### config.mk
export PLATFORM = sky130hd
export DESIGN_NAME = layer_out_collector
export DESIGN_NICKNAME = d
export VERILOG_FILES = /design/src/rtl/layer_out_collector_pkg.sv /design/src/rtl/layer_out_collector_argmax_tracker.sv /design/src/rtl/layer_out_collector.sv
export SDC_FILE = /design/constraint.sdc
export NUM_CORES = 1
export LEC_CHECK = 0
export CAP_MARGIN = 20
export CORE_MARGIN = 3
export CORE_UTILIZATION = 50
export CTS_CLUSTER_SIZE = 30
export DETAILED_ROUTE_END_ITERATION = 8
export PLACE_DENSITY = 0.73
export SYNTH_ARGS = -nofsm -noshare
export SYNTH_HDL_FRONTEND = slang
export SYNTH_SLANG_ARGS = --single-unit
### constraint.sdc
create_clock -name clk_i -period 8.6 [get_ports clk_i]
set_input_delay 1.29 -clock clk_i [delete_from_list [all_inputs] [get_ports clk_i]]
set_output_delay 1.29 -clock clk_i [all_outputs]
set_load 0.01 [all_outputs]
### src/rtl/layer_out_collector_pkg.sv
// layer_out_collector_pkg: shared activation width default and FSM state encoding
// No ports. Exports ROM_BITWIDTH (defaults to `ROM_bitwidth) and state_e (ST_IDLE, ST_SEND).
`ifndef ROM_bitwidth
`define ROM_bitwidth 16
`endif
package layer_out_collector_pkg;
   localparam int ROM_BITWIDTH = `ROM_bitwidth;
   typedef enum logic {ST_IDLE = 1'b0, ST_SEND = 1'b1} state_e;
endpackage

### src/rtl/layer_out_collector_argmax_tracker.sv
// layer_out_collector_argmax_tracker: running argmax over one streamed frame
// Ports: clk_i, rst_ni (async active-low); xfer_i transfer strobe; data_i/idx_i/last_i element
// being transferred; argmax_idx_o winner of the last completed frame; argmax_valid_o one-cycle pulse.
module layer_out_collector_argmax_tracker #(
   parameter int DATA_W     = 16,
   parameter int IDX_W      = 4,
   parameter bit SIGNED_CMP = 1'b0
)(
   input  logic              clk_i,
   input  logic              rst_ni,
   input  logic              xfer_i,
   input  logic [DATA_W-1:0] data_i,
   input  logic [IDX_W-1:0]  idx_i,
   input  logic              last_i,
   output logic [IDX_W-1:0]  argmax_idx_o,
   output logic              argmax_valid_o
);
   logic [DATA_W-1:0] max_q;
   logic [IDX_W-1:0]  win_idx_q, win_idx, argmax_q;
   logic              valid_q, gt, take;
   // element 0 always seeds the running max; strict compare keeps the lowest index on ties
   always_comb begin
      gt      = SIGNED_CMP ? ($signed(data_i) > $signed(max_q)) : (data_i > max_q);
      take    = (idx_i == '0) | gt;
      win_idx = take ? idx_i : win_idx_q;
   end
   always_ff @(posedge clk_i or negedge rst_ni) begin
      if (!rst_ni) begin
         max_q     <= '0;
         win_idx_q <= '0;
         argmax_q  <= '0;
         valid_q   <= 1'b0;
      end else begin
         if (xfer_i & take) max_q <= data_i;
         if (xfer_i) win_idx_q <= win_idx;
         if (xfer_i & last_i) argmax_q <= win_idx;
         valid_q <= xfer_i & last_i;
      end
   end
   assign argmax_idx_o   = argmax_q;
   assign argmax_valid_o = valid_q;
endmodule

### src/rtl/layer_out_collector.sv
// layer_out_collector: stages a layer's neuron outputs and streams each full frame with valid/ready
// Ports: clk_i, rst_ni (async active-low); in_valid_i/in_data_i per-neuron capture pulses and data;
// out_data_o/out_valid_o/out_ready_i/out_idx_o/out_last_o element stream; argmax_idx_o/argmax_valid_o
// frame winner; busy_o bank loaded or staging partially filled; overflow_o sticky double-write flag.
module layer_out_collector
   import layer_out_collector_pkg::*;
#(
   parameter  int NUM_NEURON = 10,
   parameter  int DATA_W     = ROM_BITWIDTH,
   parameter  bit SIGNED_CMP = 1'b0,
   localparam int IDX_W      = $clog2(NUM_NEURON)
)(
   input  logic                         clk_i,
   input  logic                         rst_ni,
   input  logic [NUM_NEURON-1:0]        in_valid_i,
   input  logic [NUM_NEURON*DATA_W-1:0] in_data_i,
   output logic [DATA_W-1:0]            out_data_o,
   output logic                         out_valid_o,
   input  logic                         out_ready_i,
   output logic [IDX_W-1:0]             out_idx_o,
   output logic                         out_last_o,
   output logic [IDX_W-1:0]             argmax_idx_o,
   output logic                         argmax_valid_o,
   output logic                         busy_o,
   output logic                         overflow_o
);
   state_e                state_q, state_d;
   logic [NUM_NEURON-1:0] mask_q, mask_d;
   logic [DATA_W-1:0]     stage_q [NUM_NEURON];
   logic [DATA_W-1:0]     bank_q [NUM_NEURON];
   logic [IDX_W-1:0]      idx_q, idx_d;
   logic                  ovf_q, ovf_d;
   logic                  full, xfer, last, done, reload;
   assign full   = &mask_q;
   assign xfer   = out_valid_o & out_ready_i;
   assign last   = idx_q == IDX_W'(NUM_NEURON - 1);
   assign done   = xfer & last;
   // a full stage moves into the bank when idle or on the final transfer, giving back-to-back frames
   assign reload = full & ((state_q == ST_IDLE) | done);
   always_ff @(posedge clk_i or negedge rst_ni) begin
      if (!rst_ni) begin
         state_q <= ST_IDLE;
         mask_q  <= '0;
         idx_q   <= '0;
         ovf_q   <= 1'b0;
      end else begin
         state_q <= state_d;
         mask_q  <= mask_d;
         idx_q   <= idx_d;
         ovf_q   <= ovf_d;
      end
   end
   always_ff @(posedge clk_i or negedge rst_ni) begin
      if (!rst_ni) begin
         for (int k = 0; k < NUM_NEURON; k++) begin
            stage_q[k] <= '0;
            bank_q[k]  <= '0;
         end
      end else begin
         for (int k = 0; k < NUM_NEURON; k++) begin
            if (in_valid_i[k]) stage_q[k] <= in_data_i[k*DATA_W +: DATA_W];
            if (reload) bank_q[k] <= stage_q[k];
         end
      end
   end
   // bits arriving on a reload edge belong to the next frame, so they survive the clear
   always_comb begin
      state_d = reload ? ST_SEND : done ? ST_IDLE : state_q;
      idx_d   = (reload | done) ? '0 : xfer ? idx_q + 1'b1 : idx_q;
      mask_d  = (reload ? '0 : mask_q) | in_valid_i;
      ovf_d   = ovf_q | (~reload & |(in_valid_i & mask_q));
   end
   always_comb begin
      out_valid_o = state_q == ST_SEND;
      out_data_o  = out_valid_o ? bank_q[idx_q] : '0;
      out_idx_o   = idx_q;
      out_last_o  = out_valid_o & last;
      busy_o      = out_valid_o | (|mask_q);
      overflow_o  = ovf_q;
   end
   layer_out_collector_argmax_tracker #(
      .DATA_W     (DATA_W),
      .IDX_W      (IDX_W),
      .SIGNED_CMP (SIGNED_CMP)
   ) u_argmax (
      .clk_i          (clk_i),
      .rst_ni         (rst_ni),
      .xfer_i         (xfer),
      .data_i         (out_data_o),
      .idx_i          (idx_q),
      .last_i         (last),
      .argmax_idx_o   (argmax_idx_o),
      .argmax_valid_o (argmax_valid_o)
   );
endmodule

**After elaboration in Yosys (flattened, before gate mapping)**

Cells that the tools add are included.

- Add/subtract/negate cells: 1
- $lt $le $gt $ge: 2
- Equality and inequality tests: 1
- Multiplexer cells: 10
- Bitwise gates (word level): 16
- Reduce and logical (&&, ||, !) cells: 6

Operator list:

| kind | count |
|---|---|
| 16-bit binary-select mux with 4-bit select | 1 |
| 16-bit two-way mux | 3 |
| 10-bit OR reduction | 2 |
| 16-bit > comparator | 1 |
| 4-bit two-way mux | 3 |
| 10-bit bitwise AND | 1 |
| 10-bit two-way mux | 1 |
| 10-bit OR | 1 |
| 10-bit AND reduction | 1 |
| 1-bit bitwise AND | 6 |
| 5-bit greater-or-equal comparator (second input constant) | 1 |
| 4-bit NOT with 5-bit output | 1 |
| 1-bit OR | 5 |
| 4-bit by 1-bit adder with 4-bit output (second input constant) | 1 |
| 4-bit equality test (second input constant) | 1 |
| 4-bit zero test | 1 |
| 2-bit nonzero test | 2 |
| 1-bit two-way mux | 2 |
| 1-bit NOT | 2 |

- Bits in registers: 361
- Bits of input ports: 173
- Output and inout bits: 29

**Depth between registers and ports, before layout**

Gate-level depths: netlist of the first run.

- Depth after elaboration: 8
- Depth in mapped cells: 14

**By module**

From an unflattened synthesis of the first run, not the netlist that was laid out.

- Cell total of the unflattened synthesis: 1115
- Area, all modules: 16218.1 um2

Modules (own cells, without submodules):

| module | times used | cells each | area an instance (um2) | sequential area each (um2) |
|---|---|---|---|---|
| layer_out_collector | 1 | 905 | 14373.8 | 8408.1 |
| layer_out_collector_argmax_tracker | 1 | 210 | 1844.3 | 625.6 |

**Worst setup path after synthesis of the first run**

OpenSTA, ideal clock, no wires.

- Path type: reg2reg
- Start point: register idx_q[0] (netlist: out_idx_o[0])
- End point: register u_argmax.max_q[0]
- Setup time: 0.125 ns
- Arrival: 3.759 ns
- Data required time: 8.475 ns
- Slack: 4.715 ns
- Cell stages (with the launch flop): 15
- Buffers on the path: 3
- Path through: dfrtp_1 buf_2 buf_2 mux4_2 mux2i_1 o22ai_1 and2_1 ha_1 nand4_2 nor2_1 nor4_1 a31oi_4 o21ai_2 buf_6 mux2_4

- Word-level cells in the longest chain between the ends: 8
- Elaborated cells between the ends (all ways): 9

RTL lines:

| element | line | text |
|---|---|---|
| start, declared | layer_out_collector.sv:31 | `logic [IDX_W-1:0] idx_q, idx_d;` |
| start signal, assigned | layer_out_collector.sv:49 | `idx_q <= idx_d;` |
| 4-bit NOT with 5-bit output (not written as such) | layer_out_collector.sv:75 | `out_data_o = out_valid_o ? bank_q[idx_q] : '0;` |
| 16-bit binary-select mux with 4-bit select | layer_out_collector.sv:75 |  |
| 16-bit two-way mux (not written as such) (2 in series) | layer_out_collector.sv:75 |  |
| 16-bit two-way mux | layer_out_collector.sv:75 |  |
| via out_data_o[15] | layer_out_collector.sv:17 | `output logic [DATA_W-1:0] out_data_o,` |
| 16-bit > comparator | layer_out_collector_argmax_tracker.sv:23 | `gt = SIGNED_CMP ? ($signed(data_i) > $signed(max_q)) : (data_i > max_q);` |
| 1-bit OR | layer_out_collector_argmax_tracker.sv:24 | `take = (idx_i == '0) \| gt;` |
| 1-bit bitwise AND | layer_out_collector_argmax_tracker.sv:34 | `if (xfer_i & take) max_q <= data_i;` |
| end signal, assigned | layer_out_collector_argmax_tracker.sv:34 |  |
| end, declared | layer_out_collector_argmax_tracker.sv:18 | `logic [DATA_W-1:0] max_q;` |

The timed path passes the listed nets, and every way through them passes these cells. The select of a mux whose other input is x is not followed.
A chain may end at the register's enable or synchronous reset.

**Worst setup path in the final report of the first run**

- Start point: register idx_q[0] (netlist: out_idx_o[0])
- End point: output out_data_o[12]

- Word-level cells in the longest chain between the ends: 5

RTL lines:

| element | line |
|---|---|
| 4-bit NOT with 5-bit output (not written as such) | layer_out_collector.sv:75 |
| 16-bit binary-select mux with 4-bit select | layer_out_collector.sv:75 |
| 16-bit two-way mux (not written as such) (2 in series) | layer_out_collector.sv:75 |
| 16-bit two-way mux | layer_out_collector.sv:75 |
| end, declared | layer_out_collector.sv:17 |

No other way between the ends. The select of a mux whose other input is x is not followed.

==> results.toml, run 1 <==
[run_status]
status = "complete, no violations"

[power]
power_density_nw_per_um2 = 347.9
ir_worst_vdd_v = 0.0001970
p_leak_nw = 8.251

[floorplan]
num_rows = 63
start_util_pct = 51.20
core_area_um2 = 29870
ioPinCount = 202
die_area_um2 = 32720
die_x_um = 180.9
die_h_um = 180.9

[clocking]
cts_tree = "yes"
hold_buffers = 0
post_cts_buffers = 0
numCtsBuffers = 38
path_clk_slew_ns = 0.06
clk_latency_ns = 0.52
cts_num_sinks = 361
htreeDepth = 2
clock-root-buffer = "clkbuf_16"
clockBufferDepth = 3
ctsResizeCount = 0

[critical_path]
worst_path_largest_cell_delay_ns = 0.79
cp_slowest_cell = "buf_4"
end_kind = "output pin"
path_class = "reg -> out"
required_ns = 7.31
crit_chain = "buf_4, mux4_2, mux2i_1, o22ai_1, and2_1, clkdlybuf4s50_1"
crit_arrival_ns = 3.71
cp_max_fo = 51
path_buf_inv = 2
cp-start-kind = "register"
crit_family = "buffers and inverters"

[sta]
finalHoldViolCount = 0
rsz0062_at_grt = "no"
maxSlewHeadroom_pct = 25.47
worst_slew_pin_slew_ns = 1.114
period_minus_slack_ns = 5.002
fin_setup_tns_ns = 0
final-setup-viol-count = 0
fin_crit_sh_pct = 58.16
max_freq_mhz = 199.9
drv_slew = 0
skew_ns = 0.01393

[final_layout]
drive_above_1_share_pct = 37.35
register_area_um2 = 9039
syn2layout_area_growth_pct = 23.47
diodes = 0
multi_input_area_um2 = 5924
layout.nets = 1369
postLayoutCellArea_um2 = 18880
fillers = 2270

[logic_synthesis]
syn-num-nets = 1175
synthesis.area_um2 = 15290
ys_types = 40
netlist_instances = 983
yosys_warnings = 0
ys_ff_latch = 361
avgSynthCellArea_um2 = 15.56
ys_seq_area_share_pct = 59.06

[placement]
port_buffers = 201
gp_congestion = 0.8439
post_dp_cell_area_um2 = 17630
dp_hpwl_um = 22850

[global_route]
grt_pass1_vias = 9188
gr-usage-all-layers_pct = 20.95
grt_max_degree = 186
grt_pass1_wl_um = 53520
antenna_found_initial = 0
overflow = 0

[hold_path]
hold_path.class = "reg -> reg"

[detailed_routing]
avgRoutedWirePerCell_um = 21.30
vias = 8666
first_iter_violations = 526
via_per_inst = 5.443
finalWirelength_um = 33920
firstDrtPassIters = 4
route.detailed.drc = 0
ant_nets = 0

[run]
maxCapViolations = 0
## final timing paths
kind                                                      start                                    to  slack [ns]  cells past startpoint
max reg2reg                            out_idx_o[0]$_DFFE_PN0P_         u_argmax.max_q[5]$_DFFE_PN0P_        3.64                     13
min reg2reg                u_argmax.argmax_idx_o[3]$_DFFE_PN0P_  u_argmax.argmax_idx_o[3]$_DFFE_PN0P_        0.48                      2
max in group asynchronous                                rst_ni               stage_q[26]$_DFFE_PN0P_        6.25                      2
max                                    out_idx_o[0]$_DFFE_PN0P_                        out_data_o[12]        3.60                      6
min in group asynchronous                                rst_ni               stage_q[58]$_DFFE_PN0P_        0.79                      1
min                        u_argmax.argmax_idx_o[3]$_DFFE_PN0P_  u_argmax.argmax_idx_o[3]$_DFFE_PN0P_        0.48                      2
## power by group
part           leakage, nW  internal, W  switching [W]
Combinational         3.31      0.00136        0.00111
Sequential            4.34      0.00220       0.000310
Clock                0.602     0.000951       0.000643
Total                 8.25      0.00451        0.00206
## state kept, by name, summed over array words and instances (netlist names)
| name | count |
|---|---|
| u_argmax.argmax_idx_o | 4 |
| u_argmax.max_q | 16 |
| bank_q | 160 |
| out_valid_o | 1 |
| mask_q | 10 |
| u_argmax.argmax_valid_o | 1 |
| out_idx_o | 4 |
| overflow_o | 1 |
| u_argmax.win_idx_q | 4 |
| stage_q | 160 |
## layout make-up
type                            instances  share of cell area [%]
Multi-Input combinational cell        543                   31.37
Inverter                               21                  0.4174
Timing Repair Buffer                  212                   11.36
Sequential cell                       361                   47.86
Tap cell                              390                   2.584
Clock buffer                           55                   5.857
Clock inverter                         10                  0.5499
## layout by cell type, fill, tap and decap left out, types with 2 or more instances in the layout
master,instances
nor4_1,3
a22oi_1,3
nor2_1,9
a21oi_1,6
nand3_1,4
buf_12,2
mux2_2,320
a21o_1,11
a32o_1,2
o22ai_1,16
mux2_4,18
dfrtp_1,359
o21ai_0,6
clkbuf_8,7
clkbuf_1,9
clkdlybuf4s50_1,200
buf_4,8
clkinv_2,7
xor2_1,2
ha_1,19
mux4_2,32
nor3_1,3
bufinv_16,2
clkbuf_16,39
and2_1,17
nand2_1,16
nand4_1,5
mux2i_1,35
inv_1,21
## stage by stage
stage	util (%)	cells	total power, W	hold WS (ns)	worst slack (ns)
2_1_floorplan	-	983	0.004141	0.4654	4.715
3_3_place_gp	59.00	1525	0.004934	0.4680	3.856
3_5_place_dp	59.00	1525	0.005006	0.4757	3.684
4_1_cts	63.05	1590	0.006625	0.4889	3.560
5_1_grt	63.21	1592	0.006936	0.5093	3.396
6_report	63.21	1592	0.006570	0.4823	3.598
## cell usage after synthesis
master | instances | area share [%]
a22o_1 | 1 | 0.057
o21ai_1 | 1 | 0.033
o21ai_0 | 6 | 0.20
nor4_2 | 1 | 0.082
mux2i_1 | 35 | 2.3
a21o_1 | 11 | 0.54
dfrtp_1 | 361 | 59
a21oi_1 | 6 | 0.20
mux2_4 | 18 | 1.8
nor2_1 | 9 | 0.22
nor4_1 | 3 | 0.12
a41oi_1 | 1 | 0.057
o21ai_2 | 1 | 0.057
xnor2_1 | 1 | 0.057
a22oi_1 | 3 | 0.15
a32o_1 | 2 | 0.13
nand2_1 | 17 | 0.42
ha_1 | 19 | 1.6
mux4_2 | 32 | 4.7
and4b_1 | 1 | 0.065
a221oi_1 | 1 | 0.057
nand2_2 | 1 | 0.041
nor3_1 | 3 | 0.098
buf_1 | 12 | 0.29
buf_2 | 26 | 0.85
o22ai_1 | 16 | 0.65
nand4_2 | 1 | 0.082
and2_2 | 1 | 0.049
a31oi_4 | 1 | 0.14
nand2b_1 | 1 | 0.041
and2_1 | 17 | 0.70
inv_1 | 21 | 0.52
a21o_2 | 1 | 0.057
nand3_1 | 4 | 0.13
nand4_1 | 5 | 0.20
buf_6 | 2 | 0.15
mux2_2 | 320 | 24
clkbuf_1 | 18 | 0.44
xor2_1 | 2 | 0.11
or2b_2 | 1 | 0.057
## worst min-delay path, cell delays in order, from the launching register on
cell     delay (ns)
dfrtp_1        0.34
nand2_1        0.05
o21ai_0        0.06
## per-layer routing
metal	global-route usage, %	vias up	wire [um]
met5	0	-	0
met2	33.18	208	16430
met3	3.543	47	1607
met1	30.52	4479	15260
li1	-	3932	-
met4	5.281	0	621
## kinds of logic after synthesis
| group | share of synthesized area, % |
|---|---|
| muxes | 32.33 |
| DFF | 59.06 |
| xor gates and xnor gates | 0.1718 |
| buffers and inverters | 2.250 |
| adders and majority gates | 1.554 |
| AOI/OAI and AO/OA | 2.323 |
| and+or+nand+nor | 2.307 |
Power figures use the tool's default switching activity.
==> run 2, diff against run 1 <==
==> constraint.sdc (replaced) <==
create_clock -name clk_i -period 5.01 [get_ports clk_i]
set_input_delay 0.7515 -clock clk_i [delete_from_list [all_inputs] [get_ports clk_i]]
set_output_delay 0.7515 -clock clk_i [all_outputs]
set_load 0.01 [all_outputs]
==> results.toml, run 2 (synthesis gave the netlist of run 1 again) <==
[clocking]
ctsResizeCount = 0
clk_latency_ns = 0.52
clock-root-buffer = "clkbuf_16"
clockBufferDepth = 3
cts_tree = "yes"
numCtsBuffers = 39
path_clk_slew_ns = 0.06
cts_num_sinks = 361
hold_buffers = 0
post_cts_buffers = 0
htreeDepth = 2

[sta]
max_freq_mhz = 238.8
fin_setup_tns_ns = 0
fin_crit_sh_pct = 83.60
final-setup-viol-count = 0
drv_slew = 0
rsz0062_at_grt = "no"
worst_slew_pin_slew_ns = 1.049
period_minus_slack_ns = 4.188
skew_ns = 0.01903
maxSlewHeadroom_pct = 29.84
finalHoldViolCount = 0

[critical_path]
required_ns = 5.40
crit_chain = "mux4_2, mux2i_1, o22ai_1, and2_1, ha_1, nand4_2, nor2_1, nor4_1, a31oi_4, o21ai_2, buf_4, mux2_4"
cp-start-kind = "register"
crit_family = "multiplexers"
end_kind = "register"
crit_arrival_ns = 4.58
worst_path_largest_cell_delay_ns = 0.87
path_class = "reg -> reg"
cp_slowest_cell = "dfrtp_4"
cp_max_fo = 30
path_buf_inv = 1

[run_status]
status = "complete, no violations"

[global_route]
grt_pass1_wl_um = 54630
antenna_found_initial = 0
overflow = 0
grt_max_degree = 140
gr-usage-all-layers_pct = 21.38
grt_pass1_vias = 9491

[power]
p_leak_nw = 8.310
ir_worst_vdd_v = 0.0003130
power_density_nw_per_um2 = 600.2

[detailed_routing]
finalWirelength_um = 34940
first_iter_violations = 445
via_per_inst = 5.504
vias = 8818
avgRoutedWirePerCell_um = 21.81
firstDrtPassIters = 4
ant_nets = 0
route.detailed.drc = 0

[placement]
dp_hpwl_um = 24250
port_buffers = 201
gp_congestion = 0.8218

[final_layout]
syn2layout_area_growth_pct = 24.28
fin_util_pct = 63.63
drive_above_1_share_pct = 37.95
final_common_cell = "dfrtp_1"
reg_top3 = "bank_q (160), stage_q (160), u_argmax.max_q (16)"
diodes = 0
final_cell_mix = "359 x dfrtp_1, 320 x mux2_2, 200 x clkdlybuf4s50_1, 40 x clkbuf_16, 35 x mux2i_1"
fillers = 2209
layout.nets = 1378

[floorplan]
die_area_um2 = 32720
num_rows = 63
start_util_pct = 51.20
die_x_um = 180.9
die_h_um = 180.9
ioPinCount = 202
core_area_um2 = 29870

[run]
maxCapViolations = 0

[hold_path]
hold_path.class = "in -> async"
## run 2: cell count changes in the layout (fill, tap and decap cells not counted), sizes merged
| cell | before | now |
|---|---|---|
| bufinv | 2 | 1 |
| clkinv | 7 | 4 |
| clkbuf | 55 | 59 |
| inv | 22 | 23 |
| buf | 12 | 20 |
| clkinvlp | 0 | 1 |
## run 2: final timing paths
| kind | from | end | slack [ns] | cells past startpoint |
|---|---|---|---|---|
| setup reg to reg | out_idx_o[0]$_DFFE_PN0P_ | u_argmax.max_q[13]$_DFFE_PN0P_ | 0.82 | 12 |
| max in group asynchronous | rst_ni | u_argmax.argmax_valid_o$_DFF_PN0_ | 3.61 | 2 |
| hold / removal | rst_ni | stage_q[61]$_DFFE_PN0P_ | 0.21 | 1 |
| hold reg to reg | overflow_o$_DFF_PN0_ | overflow_o$_DFF_PN0_ | 0.46 | 1 |
| setup / recovery | out_idx_o[0]$_DFFE_PN0P_ | u_argmax.max_q[13]$_DFFE_PN0P_ | 0.82 | 12 |
| min in group clk_i | overflow_o$_DFF_PN0_ | overflow_o$_DFF_PN0_ | 0.46 | 1 |
## run 2: layer usage
metal / track usage, % / up-vias / wire [um]
li1: - / 3963 / -
met1: 31.26 / 4582 / 15790
met2: 33.91 / 225 / 16440
met3: 3.382 / 48 / 1954
met4: 5.404 / 0 / 755
met5: 0 / - / 0
## run 2: cell type report
class	instances	area [um^2]	area share, %
inverters	21	78.83	0.4147
well taps	390	488.0	2.567
multi-input cells	543	5924	31.17
clock inverters	8	86.33	0.4542
clock buffers	59	1182	6.220
repair buffers	220	2210	11.62
flip-flops and latches	361	9039	47.55
## run 2: power breakdown
part	leakage (nW)	total [W]	internal [W]	switching [W]
clock	0.623	0.00281	0.00168	0.00113
sequential	4.34	0.00443	0.00378	0.000650
combinational	3.35	0.00417	0.00236	0.00181
total	8.31	0.0114	0.00782	0.00359
## run 2: worst register-to-register path, stage by stage (launching register included)
cell	delay [ns]
dfrtp_4	0.87
mux4_2	0.65
mux2i_1	0.19
o22ai_1	0.13
and2_1	0.21
ha_1	0.32
nand4_2	0.14
nor2_1	0.06
nor4_1	0.45
a31oi_4	0.24
o21ai_2	0.20
buf_4	0.26
mux2_4	0.33
## run 2: per-stage QoR
step	total power [W]	cell area (um^2)	setup WS [ns]	instances	hold slack, ns
floorplan	0.007108	15290	1.125	983	0.4559
global placement	0.008538	17740	0.9366	1535	0.4445
global route	0.01203	19010	0.4827	1602	0.2816
detailed placement	0.008654	17740	0.7957	1535	0.4478
CTS	0.01152	19010	0.7644	1602	0.2529
finish	0.01141	19010	0.8216	1602	0.2140
